===== src/rtl/uart_pkg.sv =====
// Shared constants and state encodings for the UART echo core.
// Imported by uart_fifo_sync and uart_echo_fifo.
package uart_pkg;

  localparam int PARITY_NONE = 0;
  localparam int PARITY_ODD  = 1;
  localparam int PARITY_EVEN = 2;

  localparam int OVERSAMPLE = 16;

  typedef enum logic [2:0] {
    RX_IDLE,
    RX_START,
    RX_DATA,
    RX_PAR,
    RX_STOP,
    RX_WAIT
  } rx_state_e;

  typedef enum logic [2:0] {
    TX_IDLE,
    TX_START,
    TX_DATA,
    TX_PAR,
    TX_STOP
  } tx_state_e;

endpackage


===== src/rtl/uart_fifo_sync.sv =====
// Single-clock FIFO with wrap-bit pointers for the UART echo path.
// Writes to a full FIFO and reads from an empty FIFO are ignored.
module uart_fifo_sync
  import uart_pkg::*;
#(
  parameter int WIDTH = 8,
  parameter int DEPTH = 16
) (
  input  logic                     clk,
  input  logic                     rst,
  input  logic                     push_i,
  input  logic [WIDTH-1:0]         wdata_i,
  input  logic                     pop_i,
  output logic [WIDTH-1:0]         rdata_o,
  output logic                     empty_o,
  output logic                     full_o,
  output logic [$clog2(DEPTH):0]   count_o
);

  localparam int AW = $clog2(DEPTH);

  logic [WIDTH-1:0] mem_q [DEPTH];
  logic [AW:0]      wptr_q, wptr_d;
  logic [AW:0]      rptr_q, rptr_d;
  logic             wr, rd;

  assign empty_o = (wptr_q == rptr_q);
  assign full_o  = (wptr_q[AW] != rptr_q[AW]) &&
                   (wptr_q[AW-1:0] == rptr_q[AW-1:0]);
  assign count_o = wptr_q - rptr_q;
  assign rdata_o = mem_q[rptr_q[AW-1:0]];

  assign wr = push_i & ~full_o;
  assign rd = pop_i & ~empty_o;

  assign wptr_d = wr ? wptr_q + 1'b1 : wptr_q;
  assign rptr_d = rd ? rptr_q + 1'b1 : rptr_q;

  always_ff @(posedge clk) begin
    if (wr) mem_q[wptr_q[AW-1:0]] <= wdata_i;
  end

  always_ff @(posedge clk or posedge rst) begin
    if (rst) begin
      wptr_q <= '0;
      rptr_q <= '0;
    end else begin
      wptr_q <= wptr_d;
      rptr_q <= rptr_d;
    end
  end

endmodule


===== src/rtl/uart_echo_fifo.sv =====
// UART echo core: oversampled RX, FIFO buffer, TX with hold and sticky errors.
// Define UART_ECHO_STATS_EN to add 16-bit rx_count/tx_count outputs.
module uart_echo_fifo
  import uart_pkg::*;
#(
  parameter int CLOCK_RATE = 42000000,
  parameter int BAUD_RATE  = 115200,
  parameter int DATA_BITS  = 8,
  parameter int PARITY     = 0,
  parameter int STOP_BITS  = 1,
  parameter int FIFO_DEPTH = 16
) (
  input  logic                        clk,
  input  logic                        rst,
  input  logic                        rx,
  output logic                        tx,
  input  logic                        tx_hold,
  input  logic                        err_clr,
  output logic                        rx_busy,
  output logic                        tx_busy,
  output logic [$clog2(FIFO_DEPTH):0] fifo_count,
  output logic                        overflow,
  output logic                        frame_err,
  output logic                        parity_err
`ifdef UART_ECHO_STATS_EN
  ,
  output logic [15:0]                 rx_count,
  output logic [15:0]                 tx_count
`endif
);

  localparam int DIV_R = (CLOCK_RATE + 8 * BAUD_RATE) / (16 * BAUD_RATE);
  localparam int DIV   = (DIV_R < 1) ? 1 : DIV_R;
  localparam int CW    = (DIV > 1) ? $clog2(DIV) : 1;
  localparam int W     = DATA_BITS;
  localparam bit HAS_PAR = (PARITY != PARITY_NONE);
  localparam logic [4:0] STOP_END = 5'(STOP_BITS * OVERSAMPLE - 1);

  logic [CW-1:0] tcnt_q;
  logic          tick;

  assign tick = (tcnt_q == CW'(DIV - 1));

  always_ff @(posedge clk or posedge rst) begin
    if (rst) tcnt_q <= '0;
    else     tcnt_q <= tick ? '0 : tcnt_q + 1'b1;
  end

  logic [1:0] sync_q;
  logic       rx_s;

  always_ff @(posedge clk or posedge rst) begin
    if (rst) sync_q <= 2'b11;
    else     sync_q <= {sync_q[0], rx};
  end

  assign rx_s = sync_q[1];

  rx_state_e     rx_st_q;
  logic [3:0]    rx_stk_q;
  logic [3:0]    rx_bit_q;
  logic [W-1:0]  rx_sh_q;
  logic          rx_pbad_q;
  logic          rx_samp, rx_par_exp;
  logic          stop_samp, push_req, push;

  assign rx_samp    = tick && (rx_stk_q == 4'd15);
  assign rx_par_exp = (PARITY == PARITY_ODD) ? ~^rx_sh_q : ^rx_sh_q;
  assign stop_samp  = (rx_st_q == RX_STOP) && rx_samp;
  assign push_req   = stop_samp && rx_s && !rx_pbad_q;

  always_ff @(posedge clk or posedge rst) begin
    if (rst) begin
      rx_st_q   <= RX_IDLE;
      rx_stk_q  <= '0;
      rx_bit_q  <= '0;
      rx_sh_q   <= '0;
      rx_pbad_q <= 1'b0;
    end else begin
      if (tick) rx_stk_q <= rx_stk_q + 4'd1;
      unique case (rx_st_q)
        RX_IDLE: begin
          if (!rx_s) begin
            rx_st_q  <= RX_START;
            rx_stk_q <= '0;
          end
        end
        RX_START: begin
          // Mid-start-bit check filters glitches shorter than half a bit
          if (tick && rx_stk_q == 4'd7) begin
            rx_stk_q  <= '0;
            rx_bit_q  <= '0;
            rx_pbad_q <= 1'b0;
            rx_st_q   <= rx_s ? RX_IDLE : RX_DATA;
          end
        end
        RX_DATA: begin
          if (rx_samp) begin
            rx_sh_q  <= {rx_s, rx_sh_q[W-1:1]};
            rx_bit_q <= rx_bit_q + 4'd1;
            if (rx_bit_q == 4'(W - 1))
              rx_st_q <= HAS_PAR ? RX_PAR : RX_STOP;
          end
        end
        RX_PAR: begin
          if (rx_samp) begin
            rx_pbad_q <= (rx_s != rx_par_exp);
            rx_st_q   <= RX_STOP;
          end
        end
        RX_STOP: begin
          if (rx_samp) rx_st_q <= rx_s ? RX_IDLE : RX_WAIT;
        end
        RX_WAIT: begin
          if (rx_s) rx_st_q <= RX_IDLE;
        end
        default: rx_st_q <= RX_IDLE;
      endcase
    end
  end

  logic [W-1:0] f_rdata;
  logic         f_empty, f_full, pop;

  assign push = push_req & ~f_full;

  uart_fifo_sync #(
    .WIDTH (W),
    .DEPTH (FIFO_DEPTH)
  ) u_fifo (
    .clk     (clk),
    .rst     (rst),
    .push_i  (push),
    .wdata_i (rx_sh_q),
    .pop_i   (pop),
    .rdata_o (f_rdata),
    .empty_o (f_empty),
    .full_o  (f_full),
    .count_o (fifo_count)
  );

  logic ovf_q, ovf_d;
  logic fe_q, fe_d;
  logic pe_q, pe_d;

  always_comb begin
    ovf_d = (ovf_q & ~err_clr) | (push_req & f_full);
    fe_d  = (fe_q & ~err_clr) | (stop_samp & ~rx_s);
    pe_d  = (pe_q & ~err_clr) | (stop_samp & rx_s & rx_pbad_q);
  end

  always_ff @(posedge clk or posedge rst) begin
    if (rst) begin
      ovf_q <= 1'b0;
      fe_q  <= 1'b0;
      pe_q  <= 1'b0;
    end else begin
      ovf_q <= ovf_d;
      fe_q  <= fe_d;
      pe_q  <= pe_d;
    end
  end

  tx_state_e    tx_st_q;
  logic [4:0]   tx_stk_q;
  logic [3:0]   tx_bit_q;
  logic [W-1:0] tx_sh_q;
  logic         tx_par_q;
  logic         tx_q;
  logic         tx_bit_end, tx_done;

  assign pop        = (tx_st_q == TX_IDLE) && !f_empty && !tx_hold;
  assign tx_bit_end = tick && (tx_stk_q == 5'd15);
  assign tx_done    = (tx_st_q == TX_STOP) && tick && (tx_stk_q == STOP_END);

  always_ff @(posedge clk or posedge rst) begin
    if (rst) begin
      tx_st_q  <= TX_IDLE;
      tx_stk_q <= '0;
      tx_bit_q <= '0;
      tx_sh_q  <= '0;
      tx_par_q <= 1'b0;
      tx_q     <= 1'b1;
    end else begin
      unique case (tx_st_q)
        TX_IDLE: begin
          if (pop) begin
            tx_sh_q  <= f_rdata;
            tx_par_q <= (PARITY == PARITY_ODD) ? ~^f_rdata : ^f_rdata;
            tx_q     <= 1'b0;
            tx_stk_q <= '0;
            tx_st_q  <= TX_START;
          end
        end
        TX_START: begin
          if (tx_bit_end) begin
            tx_q     <= tx_sh_q[0];
            tx_sh_q  <= tx_sh_q >> 1;
            tx_stk_q <= '0;
            tx_bit_q <= '0;
            tx_st_q  <= TX_DATA;
          end else if (tick) begin
            tx_stk_q <= tx_stk_q + 5'd1;
          end
        end
        TX_DATA: begin
          if (tx_bit_end) begin
            tx_stk_q <= '0;
            if (tx_bit_q == 4'(W - 1)) begin
              tx_q    <= HAS_PAR ? tx_par_q : 1'b1;
              tx_st_q <= HAS_PAR ? TX_PAR : TX_STOP;
            end else begin
              tx_q     <= tx_sh_q[0];
              tx_sh_q  <= tx_sh_q >> 1;
              tx_bit_q <= tx_bit_q + 4'd1;
            end
          end else if (tick) begin
            tx_stk_q <= tx_stk_q + 5'd1;
          end
        end
        TX_PAR: begin
          if (tx_bit_end) begin
            tx_q     <= 1'b1;
            tx_stk_q <= '0;
            tx_st_q  <= TX_STOP;
          end else if (tick) begin
            tx_stk_q <= tx_stk_q + 5'd1;
          end
        end
        TX_STOP: begin
          if (tx_done)   tx_st_q  <= TX_IDLE;
          else if (tick) tx_stk_q <= tx_stk_q + 5'd1;
        end
        default: tx_st_q <= TX_IDLE;
      endcase
    end
  end

`ifdef UART_ECHO_STATS_EN
  logic [15:0] rxc_q, txc_q;

  always_ff @(posedge clk or posedge rst) begin
    if (rst) begin
      rxc_q <= '0;
      txc_q <= '0;
    end else begin
      if (push)    rxc_q <= rxc_q + 16'd1;
      if (tx_done) txc_q <= txc_q + 16'd1;
    end
  end

  assign rx_count = rxc_q;
  assign tx_count = txc_q;
`endif

  assign tx         = tx_q;
  assign rx_busy    = (rx_st_q != RX_IDLE);
  assign tx_busy    = (tx_st_q != TX_IDLE);
  assign overflow   = ovf_q;
  assign frame_err  = fe_q;
  assign parity_err = pe_q;

endmodule


===== config.mk =====
export PLATFORM = sky130hd
export DESIGN_NAME = uart_echo_fifo
export DESIGN_NICKNAME = d
export VERILOG_FILES = /design/src/rtl/uart_pkg.sv /design/src/rtl/uart_fifo_sync.sv /design/src/rtl/uart_echo_fifo.sv
export SDC_FILE = /design/constraint.sdc
export NUM_CORES = 1
export LEC_CHECK = 0
export CAP_MARGIN = 0
export CORE_MARGIN = 5
export CORE_UTILIZATION = 60
export CTS_CLUSTER_DIAMETER = 50
export DETAILED_ROUTE_END_ITERATION = 6
export PLACE_DENSITY = 0.83
export SETUP_SLACK_MARGIN = 0.02
export SYNTH_ARGS = -nofsm -noshare
export SYNTH_HDL_FRONTEND = slang
export SYNTH_SLANG_ARGS = --single-unit

===== constraint.sdc =====
create_clock -name clk -period 3.6 [get_ports clk]
set_input_delay 0.36 -clock clk [delete_from_list [all_inputs] [get_ports clk]]
set_output_delay 0.36 -clock clk [all_outputs]
set_load 0.02 [all_outputs]

* Word level (Yosys, flattened, before mapping) *
Memories as Yosys holds them, arrays and structs flattened.
Cells that the tools add are included.

storage, ports and cells
  memories kept = 1
  register bits = 61
  output and inout port bits = 11
  memory bits (writable) = 128
  memory bits (read-only) = 0
  latch bits = 0

memory list
  name          depth  bits a word  rd ports  clocked after memory_dff  wr ports  RTL line              RTL
  u_fifo.mem_q  16     8            1         0                         1         uart_fifo_sync.sv:22  logic [WIDTH-1:0] mem_q [DEPTH];

cells by class
  equality and inequality tests = 34
  multiply operators = 0
  shifts and indexed selects = 0
  order comparisons = 0
  mux-type cells = 50
  div/mod/pow operators = 0
  reductions and logical operators = 35
  bitwise gates (word level) = 17
  add/sub/neg operators = 8

operators by type and width
  kind                 count
  $mux 3               14
  $mux 4               8
  $mux 8               4
  $ne 2x2->1 const B   14
  $mux 5               5
  $pmux 4 s2           3
  $pmux 8 s3           1
  $add 5x1->5 const B  4
  $pmux 3 s6           1
  $pmux 3 s5           1
  $pmux 5 s3           1
  $add 4x1->4 const B  3
  $eq 3x2->1 const B   4
  $eq 4x3->1 const B   3
  $reduce_bool 3->1    4
  $logic_and 1x1->1    11
  $and 1x1->1          10
  $reduce_and 5->1     2
  $eq 3x3->1 const B   3
  $mux 1               9
  $reduce_and 3->1     3
  $reduce_xor 8->1     1
  $reduce_and 7->1     1
  $eq 3x1->1 const B   2
  21 further kinds     32

* Logic depth before layout (Yosys ltp) *
Gate-level depths: netlist of run 1.

  depth after elaboration = 9
  mapped depth = 11

* Modules after synthesis *
Synthesis of run 1 repeated with hierarchy kept, for this count alone.

second synthesis, totals
  cells, all modules = 565
  area, all modules = 8335.5 um^2

by module, submodules not included
  module          sequential area each (um^2)  instances  cells an instance  area an instance (um^2)
  uart_fifo_sync  4093.9                       1          299                5691.7
  uart_echo_fifo  1280.0                       1          266                2643.8

* Least setup slack after synthesis of run 1 *
OpenSTA, ideal clock, no wires.

  path type = reg-to-reg
  start = register u_fifo.rptr_q[1]
  end = memory u_fifo.mem_q[3][0] (enable)
  required time = 3.217 ns
  path slack = 0.524 ns
  cell stages (with the launch flop) = 11
  arrival time = 2.692 ns
  path through = dfrtp_1 > buf_2 > buf_4 > buf_2 > inv_1 > ha_1 > nand4_1 > nor2_1 > nor3_2 > nand2_1 > nor3_1

between the ends
  cells in the longest elaborated chain, start to end = 7

RTL lines
  what                            RTL line                                     RTL
  start: declaration              uart_fifo_sync.sv:24                         logic [AW:0] rptr_q, rptr_d;
  start signal: assignment        uart_fifo_sync.sv:49                         rptr_q <= rptr_d;
  $eq 4x4->1 *                    uart_fifo_sync.sv:29                         (wptr_q[AW-1:0] == rptr_q[AW-1:0]);
  $logic_and 1x1->1 *             uart_fifo_sync.sv:28                         assign full_o = (wptr_q[AW] != rptr_q[AW]) &&
  $not 1->1 *                     uart_fifo_sync.sv:33, uart_echo_fifo.sv:125
  $and 1x1->1                     uart_echo_fifo.sv:125                        assign push = push_req & ~f_full;
  $and 1x1->1 *                   uart_fifo_sync.sv:33                         assign wr = push_i & ~full_o;
  $mux 1 *                        uart_fifo_sync.sv:40                         if (wr) mem_q[wptr_q[AW-1:0]] <= wdata_i;
  $mux 1 (implied by the code) *  uart_fifo_sync.sv:40
  end: declaration                uart_fifo_sync.sv:22

Mark *: on every way between the ends. The rest lies on a longest branch, timed or not.

* Worst setup path in the final report of run 1 *
  start = register u_fifo.rptr_q[0]
  end = output port fifo_count[4]

between the ends
  cells in the longest elaborated chain, start to end = 1

RTL lines
  what              RTL line              RTL
  $sub 5x5->5       uart_fifo_sync.sv:30  assign count_o = wptr_q - rptr_q;
  end: declaration  uart_echo_fifo.sv:21  output logic [$clog2(FIFO_DEPTH):0] fifo_count,

Every way passes these cells.

==> reports/metrics.yaml, run 1 <==
status: "completed"
report.final.hold_viol_count: 0
io_buffer_count: 15
utilization: 0.667
antenna_cells: 0
die-width_um: 128
synthTopCellsByCount: "128 x edfxtp_1, 58 x dfrtp_1, 58 x mux2i_1"
startpoint_type: "flip-flop"
setup.worst_path.end: "fifo_count[4]"
seq_power_share: 0.564
skew_ns: 0.00706
clock_sinks: 189
synth_area_leaders: "edfxtp_1 46%, dfrtp_1 17%, mux2i_1 7.0%"
clockBufferDepth: 2
synth_top_area_share: 0.463
ant_nets: 0
syn_avg_cell_area_um2: 13.8
drv_cap: 0
gp_congestion: 0.863
setup_viol: 0
grt_overflow: 0
combPwrFrac: 0.006
p_leak_nw: 3.51
die-area_um2: 16300
rows: 43
hp-class: "in2async"
cts_resized: 0
critPathCaptureType: "output port"
cts_max_level: 4
coreArea_um2: 13700
finalNetCount: 642
path_max_fanout: 14
worstReg2RegEnd: "u_fifo.mem_q[10][4]$_DFFE_PP_"
drc: 0
grt_pass1_vias: 5063
initial_core_util: 0.605
post_cts_buffers: 0
setup.worst_path.start: "u_fifo.rptr_q[0]$_DFFE_PP0P_"
fin_crit_sh: 0.891
max_clock_freq_mhz: 312
ys_seq_area_frac: 0.648
post-synth-top-count-cell: "edfxtp_1"
hpwlAfterDp_um: 11300
cts_root_buf: "clkbuf_16"
netlist_area_um2: 8300
critPathRequiredTime_ns: 3.24
rsz0062_at_grt: "no"
pwr_density_cell_nw_per_um2: 445
grt_use_total: 0.221
vdd_drop_max_uv: 304
reg2reg_from: "u_fifo.rptr_q[3]$_DFFE_PP0P_"
fill_cells: 905
swShare: 0.187
finalSetupTns_ns: 0
synth_ff_type: "edfxtp_1"
yosysTopAreaCell: "edfxtp_1"
wl_per_cell_um: 21.0
yosysWarnings: 0
p_switching_mw: 0.764
r2r_slack_ns: 0.64
fin_crit_ns: 3.21
area_delta_synth_final_pct: 10.4
vias: 5008
seqCellArea_um2: 5380
pre_cts_slack_ns: 0.632
slew_violations: 0
drive_gt1_frac: 0.0995
via_per_inst: 6.16
path_class: "reg2out"
worst_slack_ns: 0.391
hold_buffers: 0
synth-edff-count: 128
async_flop_share: 0.323
ys_ff_latch: 189
antenna_found_initial: 0
grt_pass1_wl_um: 27200
cts.clk_slew.worst_paths_ns: 0.07
wl_um: 17100
finalPower_mw: 4.08
cts_tree: "built"
io_pins: 16
clk_latency_ns: 0.43
multiInputGateArea_um2: 2680
fp.dieH_um: 128
yosys.cell_types.count: 57
pwr-share-clk: 0.430
cts_made_buffers: 17
synth_cells: 603
p_int_mw: 3.32
r2r_cells: 7
max_slew.worst_pin.slew_ns: 1.13
relSlewSlack: 0.245
drt-initial-drc-count: 518
cp.arrival_ns: 2.85
dr.pass1.iters: 6
syn-num-nets: 625
grt_max_degree: 61
area by class of cell:
| cell class | count | share of cell area |
|---|---|---|
| flip-flops and latches | 189 | 0.587 |
| multi-input cells | 361 | 0.293 |
| clock buffers | 25 | 0.0531 |
| repair buffers | 25 | 0.0246 |
| well taps | 180 | 0.0246 |
| inverters | 26 | 0.0107 |
| clock inverters | 7 | 0.00697 |
cell families after synthesis:
group                      after synthesis  synth area share
adders and majority gates               17            0.0265
DFF                                    189             0.648
AOI/OAI and AO/OA                       90            0.0751
buffers and inverters                   53            0.0287
and+or+nand+nor                        152            0.0879
xor gates and xnor gates                29            0.0323
muxes                                   73             0.102
layout by cell type, fill, tap and decap left out, drive strengths merged, types with 16 or more instances in the layout:
| cell type | instances |
|---|---|
| nor2 | 39 |
| o21ai | 16 |
| ha | 16 |
| clkbuf | 25 |
| dfrtp | 58 |
| a22oi | 28 |
| nand2 | 54 |
| xnor2 | 18 |
| mux2i | 58 |
| inv | 26 |
| edfxtp | 128 |
per-stage QoR:
stage / instances / hold WS [ns] / cell area [um^2]
5_1_grt: 813 / 0.324 / 9160
3_5_place_dp: 781 / 0.349 / 8610
3_3_place_gp: 781 / 0.346 / 8610
4_1_cts: 813 / 0.322 / 9160
6_report: 813 / 0.340 / 9160
2_1_floorplan: 603 / 0.345 / 8300
power groups by stage:
stage | clock [mW] | combinational [mW] | sequential (mW)
finish | 1.75 | 0.0236 | 2.30
global route | 1.86 | 0.0273 | 2.30
CTS | 1.76 | 0.0246 | 2.30
detailed placement | 0 | 0.0243 | 2.35
global placement | 0 | 0.0235 | 2.35
floorplan | 0 | 0.0147 | 2.35
worst min path at each step:
| stage | slack [ns] | cells past startpoint | end |
|---|---|---|---|
| floorplan | 0.35 | 0 | sync_q[1]$_DFF_PP1_ |
| finish | 0.34 | 2 | tx_stk_q[1]$_DFFE_PP0P_ |
| global route | 0.32 | 1 | sync_q[0]$_DFF_PP1_ |
| CTS | 0.32 | 1 | sync_q[0]$_DFF_PP1_ |
| global placement | 0.35 | 0 | sync_q[1]$_DFF_PP1_ |
| detailed placement | 0.35 | 0 | sync_q[1]$_DFF_PP1_ |
sequential cells by signal, indices dropped and copies added (netlist names), 2 cells and up:
name / flops
rx_st_q: 3
rx_sh_q: 8
u_fifo.wptr_q: 5
tcnt_q: 5
sync_q: 2
tx_bit_q: 4
u_fifo.rptr_q: 5
tx_sh_q: 8
tx_stk_q: 5
rx_bit_q: 4
tx_st_q: 3
rx_stk_q: 4
u_fifo.mem_q: 128
critical path: stages, from the launching register on:
cell	delay, ns
dfrtp_1	0.73
ha_1	0.30
fa_1	0.21
inv_1	0.05
a21o_1	0.17
a21oi_1	0.18
xnor2_1	0.14
clkdlybuf4s50_1	0.62
layer usage:
layer  vias to the layer above  GRT usage  part of all wire
met5                         -          0                 0
met4                         0     0.0743             0.026
met3                        42     0.0481             0.062
met2                       197      0.380              0.51
met1                      2508      0.281              0.40
li1                       2261          -                 -
(Power assumes the default switching activity.)
==> inputs of run 2 (changes only) <==
--- a/config.mk
+++ b/config.mk
@@ -12,6 +12,7 @@
 export DETAILED_ROUTE_END_ITERATION = 6
 export PLACE_DENSITY = 0.83
 export SETUP_SLACK_MARGIN = 0.02
+export SLEW_MARGIN = 20
 export SYNTH_ARGS = -nofsm -noshare
 export SYNTH_HDL_FRONTEND = slang
 export SYNTH_SLANG_ARGS = --single-unit
==> constraint.sdc (replaced) <==
create_clock -name clk -period 3.6 [get_ports clk]
set_input_delay 0.54 -clock clk [delete_from_list [all_inputs] [get_ports clk]]
set_output_delay 0.54 -clock clk [all_outputs]
set_load 0.02 [all_outputs]
==> run 2 against run 1 <==
Clock skew is 0.0022 ns lower. Die area stayed put. Sequential power is essentially flat. Global-route usage is 0.26 points higher. Flip-flop and latch count unchanged. Core utilization grew 0.36 points. Routed wire length increased by 1.4%. Setup slack improved by 0.011 ns. Critical endpoint unchanged.
==> reports/metrics.yaml, run 2 (synthesis gave the netlist of run 1 again) <==
worst_slack_ns: 0.402  # +0.0106 ns
p_leak_nw: 3.52  # +0.30%
grt_use_total: 0.224  # +0.00264
drc: 0  # unchanged
fin_crit_sh: 0.888  # -0.00296
cts_resized: 0  # unchanged
antenna_cells: 0  # unchanged
clk_latency_ns: 0.43  # about the same
utilization: 0.671  # +0.00356
cts.clk_slew.worst_paths_ns: 0.06  # about the same
relSlewSlack: 0.354  # +0.109
r2r_cells: 7  # unchanged
drive_gt1_frac: 0.104  # +0.00457
path_class: "reg2out"
setup_viol: 0  # unchanged
grt_pass1_wl_um: 27400  # +0.68%
final_area_um2: 9210  # +0.53%
clock_sinks: 189  # unchanged
coreArea_um2: 13700  # unchanged
largest_register_ff_count: 128  # unchanged
skew_ns: 0.00483  # -0.00223 ns
antenna_found_initial: 0  # unchanged
finalSetupTns_ns: 0  # unchanged
max_slew.worst_pin.slew_ns: 0.969  # -0.159 ns
reg2reg_from: "u_fifo.rptr_q[3]$_DFFE_PP0P_"
setup.worst_path.start: "u_fifo.wptr_q[0]$_DFFE_PP0P_"
pwr_density_cell_nw_per_um2: 456  # +2.3%
via_per_inst: 6.14  # -0.34%
path_max_fanout: 4  # -10
drv_cap: 0  # unchanged
cts_tree: "built"
status: "completed"
r2r_slack_ns: 0.57  # -0.07 ns
critPathRequiredTime_ns: 3.06  # -0.18 ns
wl_per_cell_um: 21.2  # +1.3%
hold_buffers: 0  # unchanged
report.final.hold_viol_count: 0  # unchanged
gp_congestion: 0.902  # +4.5%
cts_made_buffers: 17  # unchanged
startpoint_type: "flip-flop"
max_clock_freq_mhz: 313  # +0.33%
drt-initial-drc-count: 507  # -2.1%
io_buffer_count: 15  # unchanged
cp.arrival_ns: 2.66  # -0.19 ns
cts_root_buf: "clkbuf_16"
hp-class: "reg2reg"
rows: 43  # unchanged
die-area_um2: 16300  # unchanged
dr.pass1.iters: 5  # -1
worst_hold_slack_ns: 0.366  # +0.0260 ns
fp.dieH_um: 128  # unchanged
io_pins: 16  # unchanged
worstReg2RegEnd: "u_fifo.mem_q[13][4]$_DFFE_PP_"
vdd_drop_max_uv: 377  # +24%
ant_nets: 0  # unchanged
wl_um: 17300  # +1.4%
area_delta_synth_final_pct: 11.0
die-width_um: 128  # unchanged
setup.worst_path.end: "fifo_count[4]"
slew_violations: 0  # unchanged
hold_depth: 0
rsz0062_at_grt: "no"
grt_overflow: 0  # unchanged
grt_max_degree: 61  # unchanged
layout_commonest_cell: "edfxtp_1"
grt_pass1_vias: 4999  # -1.3%
dpl_cell_area_um2: 8610  # about the same
clockBufferDepth: 2  # unchanged
finalNetCount: 643  # +0.16%
critPathCaptureType: "output port"
cts_max_level: 4  # unchanged
hpwlAfterDp_um: 11500  # +1.5%
vias: 4997  # -0.22%
layout_common_cells: "128 x edfxtp_1, 58 x mux2i_1, 57 x dfrtp_1, 54 x nand2_1, 39 x nor2_1"
initial_core_util: 0.605  # unchanged
post_cts_buffers: 0  # unchanged
fill_cells: 910  # +0.55%
pre_cts_slack_ns: 0.675  # +0.0424 ns
fin_crit_ns: 3.20  # -0.0106 ns
## run 2: critical path, stage by stage (launching register included)
cell and delay (ns):
dfrtp_1 0.42, inv_1 0.17, ha_1 0.22, fa_1 0.23, inv_1 0.06, a21o_1 0.17
a21oi_1 0.19, xnor2_1 0.14, clkdlybuf4s50_1 0.63
## run 2: through the flow
stage          instances  total power [mW]
2_1_floorplan        603              2.36
3_3_place_gp         782              2.37
3_5_place_dp         782              2.37
4_1_cts              814              4.20
5_1_grt              814              4.31
6_report             814              4.20
## run 2: layer usage
metal | track usage | vias up | wire, um
met1 | 0.294 | 2525 | 7070
met4 | 0.0705 | 0 | 273
met5 | 0 | - | 0
met2 | 0.368 | 180 | 8750
li1 | - | 2271 | -
met3 | 0.0589 | 21 | 1200
## run 2: worst min path at each step
| stage | slack [ns] | from | end |
|---|---|---|---|
| 2_1_floorplan | 0.35 | sync_q[0]$_DFF_PP1_ | sync_q[1]$_DFF_PP1_ |
| 3_3_place_gp | 0.35 | sync_q[0]$_DFF_PP1_ | sync_q[1]$_DFF_PP1_ |
| 3_5_place_dp | 0.36 | sync_q[0]$_DFF_PP1_ | sync_q[1]$_DFF_PP1_ |
| 6_report | 0.37 | sync_q[0]$_DFF_PP1_ | sync_q[1]$_DFF_PP1_ |
| 5_1_grt | 0.38 | sync_q[0]$_DFF_PP1_ | sync_q[1]$_DFF_PP1_ |
| 4_1_cts | 0.37 | sync_q[0]$_DFF_PP1_ | sync_q[1]$_DFF_PP1_ |
## run 2: cell type report
class	instances	area (um^2)	area share
timing repair buffer	26	233	0.0253
multi-input combinational	361	2680	0.292
clock buffer	19	443	0.0481
clock inverter	13	148	0.0160
sequential	189	5380	0.584
inverter	26	98.8	0.0107
tap	180	225	0.0245
## run 2: report_power, final
group / switching (mW) / leakage (nW) / total (mW) / internal [mW]
clock network: 0.772 / 0.281 / 1.87 / 1.10
logic: 0.0171 / 1.55 / 0.0243 / 0.00723
registers: 0.00138 / 1.69 / 2.30 / 2.30
==> inputs of run 3 (changes only) <==
--- a/config.mk
+++ b/config.mk
@@ -10,7 +10,7 @@
 export CORE_UTILIZATION = 60
 export CTS_CLUSTER_DIAMETER = 50
 export DETAILED_ROUTE_END_ITERATION = 6
-export PLACE_DENSITY = 0.83
+export PLACE_DENSITY = 0.77
 export SETUP_SLACK_MARGIN = 0.02
 export SLEW_MARGIN = 20
 export SYNTH_ARGS = -nofsm -noshare
==> run 3 against run 2 <==
Critical path depth did not move. Maximum frequency rose by 0.73%. Critical endpoint unchanged. Flip-flop and latch count did not move. Critical path type unchanged.
==> reports/metrics.yaml, run 3 (synthesis gave the netlist of run 1 again) <==
hold_depth: 0  # unchanged
startpoint_type: "flip-flop"
seq_power_share: 0.567  # +0.018
critPathTopFamily: "buffers and inverters"
cts_made_buffers: 17  # unchanged
max_slew.worst_pin.slew_ns: 1.07  # +0.105 ns
hpwlAfterDp_um: 10900  # -5.6%
grt_pass1_wl_um: 26100  # -4.7%
fp.dieH_um: 128  # unchanged
grt_overflow: 0  # unchanged
slowest_delay_ns: 0.63  # about the same
r2r_slack_ns: 0.62  # +0.05 ns
finalNetCount: 643  # unchanged
vias: 4843  # -3.1%
antenna_cells: 0  # unchanged
drt-initial-drc-count: 486  # -4.1%
fin_crit_sh: 0.882  # -0.00642
hp-start: "sync_q[0]$_DFF_PP1_"
cts.clk_slew.worst_paths_ns: 0.06  # about the same
gp_congestion: 0.845  # -6.3%
setup.worst_path.start: "u_fifo.wptr_q[0]$_DFFE_PP0P_"
critPathBufInv: 3  # unchanged
clk_latency_ns: 0.43  # about the same
wl_per_cell_um: 20.0  # -5.7%
pwr-share-clk: 0.427  # -0.019
clockBufferDepth: 2  # unchanged
drc: 0  # unchanged
largest_register_ff_count: 128  # unchanged
io_buffer_count: 15  # unchanged
reg2reg_from: "u_fifo.rptr_q[3]$_DFFE_PP0P_"
path_max_fanout: 4  # unchanged
slew_violations: 0  # unchanged
status: "completed"
combPwrFrac: 0.006  # about the same
report.final.hold_viol_count: 0  # unchanged
via_per_inst: 5.95  # -3.1%
hp-class: "reg2reg"
fin_crit_ns: 3.17  # -0.0231 ns
rows: 43  # unchanged
grt_use_total: 0.214  # -0.00974
r2r_cells: 7  # unchanged
path_cells: "inv_1 > ha_1 > fa_1 > inv_1 > a21o_1 > a21oi_1 > xnor2_1 > clkdlybuf4s50_1"
relSlewSlack: 0.282  # -0.0717
worst_hold_slack_ns: 0.371  # +0.00494 ns
post_cts_buffers: 0  # unchanged
rsz0062_at_grt: "no"
die-width_um: 128  # unchanged
p_leak_nw: 3.51  # -0.26%
dr.pass1.iters: 5  # unchanged
grt_pass1_vias: 4877  # -2.4%
grt_max_degree: 61  # unchanged
cts_max_level: 4  # unchanged
cts_resized: 0  # unchanged
area_delta_synth_final_pct: 10.5
io_pins: 16  # unchanged
drive_gt1_frac: 0.103  # -0.00158
swShare: 0.188  # -0.000204
crit_path_frequent_cell: "inv_1"
hold_buffers: 0  # unchanged
cp.arrival_ns: 2.63  # -0.03 ns
die-area_um2: 16300  # unchanged
setup_viol: 0  # unchanged
max_clock_freq_mhz: 315  # +0.73%
finalSetupTns_ns: 0  # unchanged
layout_commonest_cell: "edfxtp_1"
finalPower_mw: 4.06  # -3.3%
p_switching_mw: 0.764  # -3.4%
critPathRequiredTime_ns: 3.06  # about the same
antenna_found_initial: 0  # unchanged
p_int_mw: 3.30  # -3.3%
initial_core_util: 0.605  # unchanged
skew_ns: 0.0105  # +0.00569 ns
vdd_drop_max_uv: 364  # -3.5%
coreArea_um2: 13700  # unchanged
wl_um: 16300  # -5.7%
drv_cap: 0  # unchanged
pwr_density_cell_nw_per_um2: 443  # -2.8%
critPathCaptureType: "output port"
layout_common_cells: "128 x edfxtp_1, 58 x mux2i_1, 57 x dfrtp_1, 54 x nand2_1, 39 x nor2_1"
critPathSlowestCell: "clkdlybuf4s50_1"
cts_tree: "built"
ant_nets: 0  # unchanged
crit_cells: 8  # unchanged
clock_sinks: 189  # unchanged
cts_root_buf: "clkbuf_16"
path_class: "reg2out"
[run 3: cell type report]
class | instances | area [um^2]
Sequential cell | 189 | 5380
Fill cell | 939 | 4550
Multi-Input combinational cell | 361 | 2680
Clock buffer | 27 | 518
Timing Repair Buffer | 26 | 233
Tap cell | 180 | 225
Inverter | 26 | 97.6
Clock inverter | 5 | 32.5
[run 3: worst paths after layout]
kind / endpoint
max in group asynchronous: sync_q[1]$_DFF_PP1_
worst max register to register: u_fifo.mem_q[10][6]$_DFFE_PP_
worst min register to register: sync_q[1]$_DFF_PP1_
worst max-delay path: fifo_count[4]
worst min-delay path: sync_q[1]$_DFF_PP1_
min in group asynchronous: parity_err$_DFF_PP0_
[run 3: power by group through the flow]
| stage | logic (mW) | registers, mW | clock network [mW] |
|---|---|---|---|
| after floorplan | 0.0147 | 2.35 | 0 |
| after global placement | 0.0250 | 2.35 | 0 |
| after detailed placement | 0.0255 | 2.35 | 0 |
| after CTS | 0.0256 | 2.30 | 1.76 |
| after global routing | 0.0288 | 2.30 | 1.86 |
| final | 0.0243 | 2.30 | 1.73 |
[run 3: worst register-to-register path, stage by stage, from the launching register on]
cell and delay (ns):
dfrtp_1 0.54, inv_1 0.13, ha_1 0.36, nand4_1 0.16
nor2_1 0.09, nor3_2 0.47, nand2_1 0.28, nor2_1 0.59
[run 3: stage by stage]
stage	setup WS (ns)	cell area, um^2	utilization	instances
final	0.425	9170	0.668	814
after detailed placement	0.657	8610	0.628	782
after floorplan	0.524	8300	-	603
after global placement	0.804	8610	0.628	782
after global routing	0.308	9170	0.668	814
after CTS	0.393	9170	0.668	814
[run 3: per-layer routing]
layer  vias to the layer above  share of wire  GRT usage
li1                       2266              -          -
met1                      2425           0.42      0.287
met2                       124           0.51      0.352
met3                        28          0.047     0.0426
met4                         0          0.019     0.0768
met5                         -              0          0
